==> src/rtl/img_stream_out.sv <==
// Raster-order readout of the processed image: fetches one channel per pixel through the
// row/col port into a small prefetch FIFO and streams it out over valid/ready with a checksum.
module img_stream_out #(
    parameter int unsigned IMG_SIZE   = 64,
    parameter int unsigned ADDR_W     = 6,
    parameter int unsigned FIFO_DEPTH = 4,
    parameter int unsigned CHAN_SEL   = 1
) (
    input  logic              clk_i,
    input  logic              rst_i,
    input  logic              start_i,
    input  logic [23:0]       in_pix_i,
    output logic [ADDR_W-1:0] row_o,
    output logic [ADDR_W-1:0] col_o,
    output logic              m_valid_o,
    input  logic              m_ready_i,
    output logic [7:0]        m_data_o,
    output logic              m_last_o,
    output logic              done_o,
    output logic [15:0]       checksum_o
);

    localparam int unsigned PtrW = (FIFO_DEPTH > 1) ? $clog2(FIFO_DEPTH) : 1;
    localparam int unsigned CntW = $clog2(FIFO_DEPTH + 1);
    localparam logic [ADDR_W-1:0] LastIdx = ADDR_W'(IMG_SIZE - 1);
    localparam logic [PtrW-1:0]   LastPtr = PtrW'(FIFO_DEPTH - 1);
    localparam logic [CntW-1:0]   FullCnt = CntW'(FIFO_DEPTH);

    typedef enum logic [1:0] {StIdle, StFetch, StDrain, StDone} state_e;

    state_e            state_q, state_d;
    logic [ADDR_W-1:0] row_q, row_d, col_q, col_d;
    logic [8:0]        mem_q [FIFO_DEPTH];
    logic [PtrW-1:0]   wr_ptr_q, wr_ptr_d, rd_ptr_q, rd_ptr_d;
    logic [CntW-1:0]   count_q, count_d;
    logic [7:0]        hold_q, hold_d;
    logic [15:0]       checksum_q, checksum_d;
    logic              push, pop, at_last;
    logic [7:0]        chan;

    function automatic logic [PtrW-1:0] ptr_inc(input logic [PtrW-1:0] p);
        return (p == LastPtr) ? '0 : p + 1'b1;
    endfunction

    always_comb begin
        case (CHAN_SEL)
            0:       chan = in_pix_i[7:0];
            1:       chan = in_pix_i[15:8];
            default: chan = in_pix_i[23:16];
        endcase
    end

    assign at_last   = (row_q == LastIdx) && (col_q == LastIdx);
    assign m_valid_o = (count_q != '0);
    assign pop       = m_valid_o & m_ready_i;

    always_comb begin
        state_d = state_q;
        row_d   = row_q;
        col_d   = col_q;
        push    = 1'b0;
        unique case (state_q)
            StIdle: if (start_i) state_d = StFetch;
            StFetch: begin
                // A full FIFO still accepts a push when the head leaves in the same cycle.
                push = (count_q != FullCnt) || pop;
                if (push) begin
                    if (col_q == LastIdx) begin
                        col_d = '0;
                        row_d = at_last ? '0 : row_q + 1'b1;
                    end else begin
                        col_d = col_q + 1'b1;
                    end
                    if (at_last) state_d = StDrain;
                end
            end
            StDrain: if ((count_q == CntW'(1)) && pop) state_d = StDone;
            StDone:  ;
        endcase
    end

    always_comb begin
        wr_ptr_d   = wr_ptr_q;
        rd_ptr_d   = rd_ptr_q;
        count_d    = count_q;
        hold_d     = hold_q;
        checksum_d = checksum_q;
        if (push) wr_ptr_d = ptr_inc(wr_ptr_q);
        if (pop) begin
            rd_ptr_d   = ptr_inc(rd_ptr_q);
            hold_d     = mem_q[rd_ptr_q][7:0];
            checksum_d = checksum_q + {8'h00, mem_q[rd_ptr_q][7:0]};
        end
        if (push && !pop) begin
            count_d = count_q + 1'b1;
        end else if (!push && pop) begin
            count_d = count_q - 1'b1;
        end
    end

    always_ff @(posedge clk_i) begin
        if (rst_i) begin
            state_q    <= StIdle;
            row_q      <= '0;
            col_q      <= '0;
            wr_ptr_q   <= '0;
            rd_ptr_q   <= '0;
            count_q    <= '0;
            hold_q     <= '0;
            checksum_q <= '0;
        end else begin
            state_q    <= state_d;
            row_q      <= row_d;
            col_q      <= col_d;
            wr_ptr_q   <= wr_ptr_d;
            rd_ptr_q   <= rd_ptr_d;
            count_q    <= count_d;
            hold_q     <= hold_d;
            checksum_q <= checksum_d;
        end
    end

    always_ff @(posedge clk_i) begin
        if (push) mem_q[wr_ptr_q] <= {at_last, chan};
    end

    // Once the FIFO drains, the last byte sent stays on m_data.
    assign m_data_o   = m_valid_o ? mem_q[rd_ptr_q][7:0] : hold_q;
    assign m_last_o   = m_valid_o & mem_q[rd_ptr_q][8];
    assign row_o      = row_q;
    assign col_o      = col_q;
    assign done_o     = (state_q == StDone);
    assign checksum_o = checksum_q;

endmodule

==> config.mk <==
export PLATFORM = sky130hd
export DESIGN_NAME = img_stream_out
export DESIGN_NICKNAME = d
export VERILOG_FILES = /design/src/rtl/img_stream_out.sv
export SDC_FILE = /design/constraint.sdc
export NUM_CORES = 1
export LEC_CHECK = 0
export ABC_CLOCK_PERIOD_IN_PS = 8900
export BUFFER_PORTS_ARGS = -buffer_cell sky130_fd_sc_hd__buf_2
export CAP_MARGIN = 20
export CORE_ASPECT_RATIO = 1.1
export CORE_MARGIN = 2
export CORE_UTILIZATION = 50
export CTS_BUF_LIST = sky130_fd_sc_hd__clkbuf_4 sky130_fd_sc_hd__clkbuf_8
export DETAILED_ROUTE_END_ITERATION = 6
export MAX_ROUTING_LAYER = met4
export PLACE_DENSITY_LB_ADDON = 0.15
export SLEW_MARGIN = 20
export SYNTH_ARGS = -nofsm -noshare
export SYNTH_HDL_FRONTEND = slang
export SYNTH_SLANG_ARGS = --single-unit
export TNS_END_PERCENT = 1
==> constraint.sdc <==
create_clock -name clk_i -period 8.9 [get_ports clk_i]
set_input_delay 0.445 -clock clk_i [delete_from_list [all_inputs] [get_ports clk_i]]
set_output_delay 0.445 -clock clk_i [all_outputs]
set_load 0.01 [all_outputs]
# After elaboration in Yosys (flattened, before gate mapping)
# Memory sizes are Yosys's and may differ from the RTL's. A register that Yosys moved wholly into a read port is not among the register bits.
# Cells that the tools add are included.
# classes
n_eq_ne	13
add_sub_neg	7
muxes	17
bitwise	2
n_reduce_logical	14
# op_table
cell	count
$add 16x8->16	1
$mux 2	8
$add 6x1->6 const B	2
$eq 6x6->1 const B	2
$mux 6	2
$eq 2x2->1 const B	4
$mux 8	1
$ne 2x2->1 const B	4
$mux 3	2
$pmux 2 s3	1
$reduce_bool 3->1	2
$reduce_and 5->1	1
$add 2x1->2 const B	2
$logic_and 1x1->1	4
$add 3x1->3 const B	1
$eq 3x1->1 const B	1
$mux 1	3
$ne 3x3->1 const B	1
$reduce_and 3->1	1
$sub 3x1->3 const B	1
$and 1x1->1	2
$eq 2x1->1 const B	1
$logic_not 1->1	2
$logic_not 2->1	1
other kinds (3)	3
# word_totals
wordCells	62
out_inout_bits	39
in_bits	28
memories	1
register_bits	45
mem_bits_rw	36
# mem_list
name	depth	width	read_ports	rd_ports_with_merged_regs	write_ports	line_no	rtl
mem_q	4	9	1	1	1	33	logic [8:0] mem_q [FIFO_DEPTH];

# Longest topological paths before layout
# logic_depth
depth_word	8
mapped_depth	11
mapped_depth_nobuf	10

# Worst setup path before layout
# No wires, ideal clock.
# synth_path
kind	flip-flop to flip-flop
startpoint	register (tool-made name)
endpoint	register checksum_q[14], in the netlist checksum_o[14]
arrival_time_ns	2.757
slack_ns	6.022
path_buffers	1
stages_incl_launch_ff	10
required_ns	8.779
period_less_slack_ns	2.878
setup_time_ns	0.121
cell_sequence	dfxtp_1 > buf_2 > mux4_2 > ha_1 > fa_1 > a211oi_1 > o21a_1 > o21a_4 > and4b_2 > mux2_2
# synth_rtl
item	line_no	rtl
end signal: assignment	119	checksum_q <= checksum_d;
end: declaration	37	logic [15:0] checksum_q, checksum_d;

# Final worst setup path
# layout_path
startpoint	register count_q[0]
endpoint	register count_q[2]
# layout_via
elab_chain_cells	7
elab_cells_between_ends	14
classes_between	2 x add/sub; 1 x eq/ne; 3 x mux; 1 x bitwise; 7 x reduce/logical
# layout_rtl
item	line_no	rtl
start: declaration	35	logic [CntW-1:0] count_q, count_d;
start signal: assignment	117	count_q <= count_d;
$reduce_bool 3->1	54	assign m_valid_o = (count_q != '0);
$and 1x1->1	55	assign pop = m_valid_o & m_ready_i;
$logic_or 1x1->1	66	push = (count_q != FullCnt) || pop;
$mux 1	62	unique case (state_q)
$logic_not 1->1	96	end else if (!push && pop) begin
$logic_and 1x1->1	96	
$reduce_bool 2->1 (no line)	-	
# Parallel ways exist; a longest one is shown, timed or not. The select of a mux whose other input is x is not followed.
# A chain may end at the register's enable or synchronous reset.

==> metrics.yaml <==
clock_tree:
  insertion_delay_ns: 0.35
  clk_path_buf_depth: 2
  cts-root-buf: "clkbuf_8"
  cts_resized: 0
  clock-sinks: 83
  hold_buffers: 0
  cts_tree: "yes"
  clkTransAtPathRegs_ns: 0.09
  ctsHtreeMaxLevel: 3
  cts_setup_buffers: 0
  numCtsBuffers: 9
floorplan:
  die-area_um2: 8413
  die_h_um: 96
  die_w_um: 87.64
  coreArea_um2: 7473
  rows: 33
  io_pins: 67
  start_util_pct: 51.48
global_route:
  grt-ovfl-total: 0
  antenna_found_initial: 0
  grt_pass1_vias: 2610
  grt_max_degree: 47
  grt_pass1_wl_um: 12080
  grt_usage_pct: 19.40
final_layout:
  fin_nets: 447
  area_growth_pct: 13.40
  diodes: 0
  fin_area_um2: 4363
  drive_gt1_share_pct: 23.12
  final_util_pct: 58.38
synth:
  syn_inst: 344
  synthDistinctLibCells: 49
  synth-edff-count: 36
  yosys.area.top_type_share_pct: 28.10
  synthXorXnorAreaFrac_pct: 3.415
  async_reset_ff_share_pct: 0
  synth_top_area_cell: "edfxtp_1"
  ys_seq_area_share_pct: 52.55
  yosys_warnings: 0
  synthSimpleGateAreaFrac_pct: 14.34
  synth_commonest_cells: "dfxtp_1, nand2_1, a21oi_1"
  synth-compound-area-share_pct: 10.02
  synth.area.top_cells: "edfxtp_1, dfxtp_1, ha_1"
  synth.most_common_cell: "dfxtp_1"
  syn_avg_cell_area_um2: 11.18
  synth_top_family_by_area: "simple AND/OR/NAND/NOR gates"
  synth_ff_type: "dfxtp_1"
  ys_seq_elements: 83
  synth.area.mux_share_pct: 8.715
  syn_nets: 398
  yosys.area_share.adder_pct: 8.650
  synthesis.area_um2: 3847
sta:
  setup_viol: 0
  period_needed_ns: 3.444
  skew_ns: 0.009962
  setup_total_negative_slack_ns: 0
  rsz0062_at_grt: "no"
  maxSlewHeadroom_pct: 42.32
  fmax_mhz: 290.3
  fin_ws_ns: 5.456
  hold_violations: 0
  tightest_slew_ns: 0.8653
  finalMaxSlewViolations: 0
  post-route-period-util_pct: 38.70
route:
  wl_met3_um: 218
  wire_per_inst_um: 14.61
  drtIter0Drc: 79
  drt-total-wl_um: 7347
  drt-vias-per-instance: 5.370
  top_layer: "met4"
  detail-route-antenna-nets: 0
  drt-pass1-iter-count: 4
  vias: 2701
  dr_wl_met2_um: 3577
  remaining_drc_errors: 0
  met1_length_um: 3412
pwr:
  p_leak_nw: 1.718
  ir_worst_vdd_mv: 0.1012
  powerDensity_nw_per_um2: 282.8
placement:
  place_area_um2: 4182
  dp_hpwl_um: 5009
  gp_congestion: 0.8020
  pre_cts_ws_ns: 5.454
  numPortBuffers: 50
worst_setup_path:
  critPathArrivalTime_ns: 3.71
  crit_path_max_fanout: 24
  required_ns: 9.17
  crit_path_end_kind: "flop"
  crit_type: "flop to flop"
  setup.worst_path.start_class: "flop"
run_status:
  outcome: "finished clean"
job:
  maxCapViolations: 0
worst_hold_path:
  hold_class: "input pin to flop"
[critical path, stage by stage, from the launching register on]
cell,delay [ns]
dfxtp_1,0.41
inv_1,0.08
ha_1,0.24
nand2b_1,0.39
and2_1,0.68
inv_1,0.55
ha_1,0.51
or3_1,0.36
a21oi_1,0.14
[path summary, 6_finish.rpt]
path	slack [ns]	depth (start not counted)	startpoint	endpoint
setup / recovery	5.46	8	count_q[0]$_SDFFE_PP0P_	count_q[2]$_SDFFE_PP0P_
setup reg to reg	5.46	8	count_q[0]$_SDFFE_PP0P_	count_q[2]$_SDFFE_PP0P_
hold / removal	0.31	1	in_pix_i[11]	mem_q[3][3]$_DFFE_PP_
hold reg to reg	0.46	2	hold_q[6]$_SDFFE_PP0P_	hold_q[6]$_SDFFE_PP0P_
[kinds of logic after synthesis]
group | after synthesis
flops | 83
simple gates | 112
fa+ha+maj | 26
xor+xnor | 15
compound gates | 64
mux | 21
buf+inv | 23
[flip-flops by register name, summed over array words and instances (netlist names), named ones only]
| register | count |
|---|---|
| mem_q | 36 |
| checksum_o | 16 |
| rd_ptr_q | 2 |
| hold_q | 8 |
| col_o | 6 |
| count_q | 3 |
| state_q | 2 |
| wr_ptr_q | 2 |
| row_o | 6 |
[per-stage QoR]
stage          instances  power [mW]  hold WS (ns)
4_1_cts              503       1.245        0.2870
2_1_floorplan        344      0.8662        0.4338
5_1_grt              503       1.325        0.2844
6_report             503       1.234        0.3060
3_5_place_dp         487      0.9905        0.4447
3_3_place_gp         487      0.9765        0.4392
[routing by layer]
layer | GRT usage, % | vias up
li1 | - | 1347
met1 | 23.90 | 1291
met2 | 31.69 | 49
met3 | 3.087 | 14
met4 | 8.462 | 0
met5 | - | -
[report_power, final]
part | total (mW) | leakage (nW) | internal (mW) | switching (mW)
Sequential | 0.509 | 0.709 | 0.462 | 0.0474
Clock | 0.251 | 0.0833 | 0.105 | 0.146
Combinational | 0.473 | 0.926 | 0.210 | 0.263
Total | 1.23 | 1.72 | 0.777 | 0.457
[cell type report]
| type | count | area, µm² |
|---|---|---|
| Clock buffer | 9 | 123.9 |
| Clock inverter | 7 | 57.56 |
| Fill cell | 648 | 3110 |
| Inverter | 11 | 41.29 |
| Multi-Input combinational cell | 238 | 1737 |
| Sequential cell | 83 | 2022 |
| Tap cell | 105 | 131.4 |
| Timing Repair Buffer | 50 | 250.2 |
[cell usage in the layout, fill, tap and decap left out, types with 2 or more instances in the layout]
cell type,n
dfxtp_1,47
nand3_1,8
mux4_2,9
xnor2_1,5
xor2_1,10
nand2_1,46
nand3b_1,2
edfxtp_1,36
a21oi_1,37
o211ai_1,3
buf_2,50
and2_1,3
ha_1,25
nor2_1,21
mux2_2,10
nor3_1,5
a21o_1,4
inv_1,10
o31ai_1,3
mux2i_1,2
and3_1,6
or4_1,2
or3_1,3
a211oi_1,4
clkbuf_8,9
a22oi_1,2
nand4_1,4
o21ai_0,5
inv_6,4
clkinvlp_4,3
Power figures use the tool's default switching activity.
